`src/rtl/shift_reg_pkg.sv`:
```
// -----------------------------------------------------------------------------
// shift_reg_pkg
//
// Purpose: shared constants for the shift_reg delay line and its stage cell.
//          The word width is a parameter of each module, so it is not fixed
//          here. Only the default geometry lives in this package.
//
// Contents:
//   DEFAULT_N  default word width in bits
//   DEFAULT_M  default number of stages (delay in clock cycles)
// -----------------------------------------------------------------------------
package shift_reg_pkg;

    localparam int DEFAULT_N = 4;
    localparam int DEFAULT_M = 5;

endpackage : shift_reg_pkg

```
`src/rtl/shift_reg_stage.sv`:
```
// -----------------------------------------------------------------------------
// shift_stage
//
// Purpose: one N-bit register of the shift_reg delay line, with a
//          synchronous active-high clear.
//
// Ports:
//   Clk  in   1  clock; the register updates on the rising edge
//   Clr  in   1  synchronous clear; when high, q loads zero and d is ignored
//   d    in   N  next word for this stage
//   q    out  N  registered word
// -----------------------------------------------------------------------------
module shift_stage
    import shift_reg_pkg::*;
#(
    parameter int N = DEFAULT_N
) (
    input  logic         Clk,
    input  logic         Clr,
    input  logic [N-1:0] d,
    output logic [N-1:0] q
);

    // The register has no power-on value. Until the first clear, q holds
    // whatever the simulator or the device starts with.
    always_ff @(posedge Clk) begin
        if (Clr) begin
            q <= '0;
        end else begin
            q <= d;
        end
    end

endmodule : shift_stage

```
`src/rtl/shift_reg.sv`:
```
// -----------------------------------------------------------------------------
// shift_reg
//
// Purpose: synchronous multi-bit shift register used as a fixed-latency
//          delay line. On every clock edge, the word on SI enters stage 0 and
//          every stage moves one place toward the output. SO presents the
//          oldest stage, so SO always equals the SI value from M edges earlier.
//
// Parameters:
//   N  word width in bits (N >= 1)
//   M  number of stages, which is also the delay in cycles (M >= 1)
//
// Ports:
//   Clk  in   1  clock; all state updates on the rising edge
//   Clr  in   1  synchronous active-high clear; flushes every stage to zero
//                and overrides the shift for that edge
//   SI   in   N  word written into stage 0
//   SO   out  N  oldest stage (temp[M-1]), taken straight from a register
//
// Storage is exposed as the unpacked array temp[0:M-1]. temp[0] is the newest
// word and temp[M-1] is the oldest. Benches can observe it hierarchically.
// -----------------------------------------------------------------------------
module shift_reg
    import shift_reg_pkg::*;
#(
    parameter int N = DEFAULT_N,
    parameter int M = DEFAULT_M
) (
    input  logic         Clk,
    input  logic         Clr,
    input  logic [N-1:0] SI,
    output logic [N-1:0] SO
);

    logic [N-1:0] temp [0:M-1];

    genvar gi;
    generate
        for (gi = 0; gi < M; gi++) begin : g_stage
            logic [N-1:0] stage_d;
            logic [N-1:0] stage_q;

            // Stage 0 is fed from the input port. Every later stage is fed
            // from its predecessor. The generate branch is decided at
            // elaboration, so M = 1 builds only the first branch.
            if (gi == 0) begin : g_head
                assign stage_d = SI;
            end else begin : g_body
                assign stage_d = temp[gi-1];
            end

            shift_stage #(
                .N (N)
            ) u_stage (
                .Clk (Clk),
                .Clr (Clr),
                .d   (stage_d),
                .q   (stage_q)
            );

            assign temp[gi] = stage_q;
        end
    endgenerate

    // The output taps the last register directly. No path runs from SI to
    // SO without passing through a register, even when M = 1.
    assign SO = temp[M-1];

endmodule : shift_reg

```
`config.mk`:
```
export PLATFORM = sky130hd
export DESIGN_NAME = shift_reg
export DESIGN_NICKNAME = d
export VERILOG_FILES = /design/src/rtl/shift_reg_pkg.sv /design/src/rtl/shift_reg_stage.sv /design/src/rtl/shift_reg.sv
export SDC_FILE = /design/constraint.sdc
export NUM_CORES = 1
export LEC_CHECK = 0
export BUFFER_PORTS_ARGS = -buffer_cell sky130_fd_sc_hd__buf_2
export CAP_MARGIN = 20
export CORE_MARGIN = 1
export CORE_UTILIZATION = 45
export CTS_CLUSTER_DIAMETER = 120
export CTS_CLUSTER_SIZE = 24
export DETAILED_ROUTE_END_ITERATION = 8
export GPL_ROUTABILITY_DRIVEN = 0
export GPL_TIMING_DRIVEN = 0
export MAX_ROUTING_LAYER = met4
export PLACE_DENSITY = 0.63
export REMOVE_ABC_BUFFERS = 1
export SLEW_MARGIN = 25
export SYNTH_ARGS = -nofsm -noshare
export SYNTH_HDL_FRONTEND = slang
export SYNTH_SLANG_ARGS = --single-unit
```
`constraint.sdc`:
```
create_clock -name Clk -period 0.8 [get_ports Clk]
set_clock_uncertainty 0.2 [all_clocks]
set_input_delay 0 -clock Clk [delete_from_list [all_inputs] [get_ports Clk]]
set_output_delay 0 -clock Clk [all_outputs]
set_load 0.01 [all_outputs]
```
==> summary.md <==
| Metric | Value |
|---|---|
| Status | `finished with violations` |
| CP Buf/Inv Count | `1` |
| Unrepaired setup endpoints after global routing | `true` |
| DRC | `0` |
| DR vias/cell | `4.50` |
| Clk slew on worst S/H paths | `0.11 ns` |
| Wirelength per Cell | `10.5 um` |
| FF-to-FF path depth | `1` |
| # setup viols final | `4` |
| DRT iter0 DRCs | `3` |
| Mean post-synth cell area | `14.7 sq um` |
| CTS H-tree lvls | `1` |
| Pwr Total | `1.94 mW` |
| Max IR drop VDD | `1340 uV` |
| First-pass DRT Iterations | `2` |
| Site Rows | `12` |
| Worst slack, placed | `-0.123 ns` |
| CTS Sinks | `20` |
| Nets | `63` |
| CP cell instances | `buf_6` |
| Failing checks | `hold timing, setup timing` |
| Share of cells above drive strength 1 | `62.5%` |
| Layout filler cell count | `85` |
| Most flops, register | `g_stage.u_stage.q` |
| Yosys warnings | `0` |
| Pwr Density | `2520 nW/um^2` |
| # diodes | `0` |
| Worst-case headroom to the max-slew limit | `58.0%` |
| Post-synthesis sequential area ratio | `64.8%` |
| GRT Total Usage | `13.5%` |
| CP Max Fanout | `1` |
| Die X | `39.1 um` |
| Syn Std Cell Area | `618 sq um` |
| Final Cycle Share | `119%` |
| Min Tclk post-route | `0.948 ns` |
| Remaining Overflow, GRT | `0` |
| Post-CTS setup buffers | `0` |
| Root buf cell | `clkbuf_4` |
| Clk_lat worst skew | `0.30 ns` |
| Worst setup margin | `-0.148 ns` |
| Total CTS buffers | `3` |
| Hold path cells | `3` |
| Vias in the first global route | `308` |
| Port Buffer Count | `9` |
| CP arrival | `0.75 ns` |
| Final Max Tran Viols | `0` |
| Drt total wl | `736 um` |
| F_max | `1050 MHz` |
| Hold Slack | `-0.114 ns` |
| Hold Path Class | `primary input to flop` |
| Maximum clock path buffer count | `2` |
| Slew @ Worst Pin | `0.630 ns` |
| Crit path max-delay family | `flip-flops` |
| Max reg flops | `20` |
| P_leak | `0.320 nW` |
| Post-Synthesis Cells | `42` |
| DRT antenna net count | `0` |
| Layout area overhead | `24.5%` |
| Initial antenna violation count | `0` |
| I/O pin total | `10` |
| Worst setup EP type | `output port` |
| Startpoint class of the critical path | `flop` |
| Critical path depth | `1` |
| DP Area | `658 sq um` |
| Synth cell types | `4` |
| Req. time, crit path | `0.60 ns` |
| Die height | `39.1 um` |
| Crit Path Class | `flop to output port` |
| CTS tree | `done` |
| Slowest-stage cell, CP | `dfxtp_2` |
| Via count | `315` |
| Hold_buf cts | `4` |
| Largest net degree at the start of global routing | `21` |
| Initial core utilization | `52.1%` |
| Core area | `1190 sq um` |
| Endpoints failing hold | `15` |
| DIE AREA | `1530 sq um` |
| Largest regs | `g_stage.u_stage.q: 20 flops` |
| Critical Path Max Stage Delay | `0.34 ns` |
| First-pass GRT wire length | `1.19 mm` |
| Register bit total from synthesis | `20` |
| Fin area | `769 sq um` |
| Max-cap viol count | `0` |
-- through the flow --
stage	setup TNS (ns)	util, %	hold WS (ns)	cells
2_1_floorplan	0	-	-0.136	40
3_3_place_gp	-1.27	55.5	0.00796	63
3_5_place_dp	-2.10	55.5	0.0224	63
4_1_cts	-0.638	63.9	-0.0299	71
5_1_grt	-0.715	64.9	-0.0966	70
6_report	-0.570	64.9	-0.114	70
-- routing by layer --
layer  vias to the layer above  part of all wire [%]  global-route usage, %  wire length, um
met3                         5                   6.3                   5.20               46
met2                        13                    52                   22.1              385
met5                         -                     0                      -                0
met4                         0                   4.9                   15.5               36
met1                       146                    36                   10.4              267
li1                        151                     -                      -                -
-- path summary, 6_finish.rpt --
path / startpoint / slack, ns / endpoint
hold reg to reg: g_stage[3].u_stage.q[3]$_SDFF_PP0_ / 0.25 / g_stage[4].u_stage.q[3]$_SDFF_PP0_
hold / removal: SI[0] / -0.11 / g_stage[0].u_stage.q[0]$_SDFF_PP0_
setup / recovery: g_stage[4].u_stage.q[2]$_SDFF_PP0_ / -0.15 / SO[2]
setup reg to reg: g_stage[3].u_stage.q[2]$_SDFF_PP0_ / 0.03 / g_stage[4].u_stage.q[2]$_SDFF_PP0_
-- logic make-up (layout without fill, tap and decap cells) --
logic type | Yosys count | after routing | synth area share, %
AND/OR/NAND/NOR | 20 | 20 | 31.6
buffers and inverters | 2 | 16 | 3.64
flip-flops | 20 | 20 | 64.8
-- repair_timing --
item	4_1_cts	5_1_grt
setup endpoints to repair	4	7
gates resized for setup	2	5
hold endpoints to repair	19	7
-- where the power goes --
part / total [mW] / switching [mW] / internal, mW
logic: 0.0936 / 0.0383 / 0.0553
registers: 1.03 / 0.00673 / 1.03
clock network: 0.813 / 0.306 / 0.507
-- cell type report --
cell class	instances	area, sq um	area share [%]
flip-flops and latches	20	404	52.5
multi-input cells	20	200	26.0
repair buffers	12	95.1	12.4
clock inverters	1	30.0	3.90
clock buffers	3	22.5	2.93
well taps	14	17.5	2.28
-- cell usage after synthesis --
master	n	area, sq um
dfxtp_1	20	400
buf_6	2	22.5
nor2b_2	16	140
nor2b_4	4	55.1
-- placed cells by master, fill, tap and decap left out --
master          netlist  routed
clkbuf_4              0       3
dlymetal6s4s_1        0       1
nor2b_4               4       5
buf_2                 0       6
dfxtp_1              20      17
dfxtp_2               0       3
buf_6                 2       2
nor2b_2              16      15
bufinv_16             0       1
dlygate4sd3_1         0       3
Power figures use the tool's default switching activity.
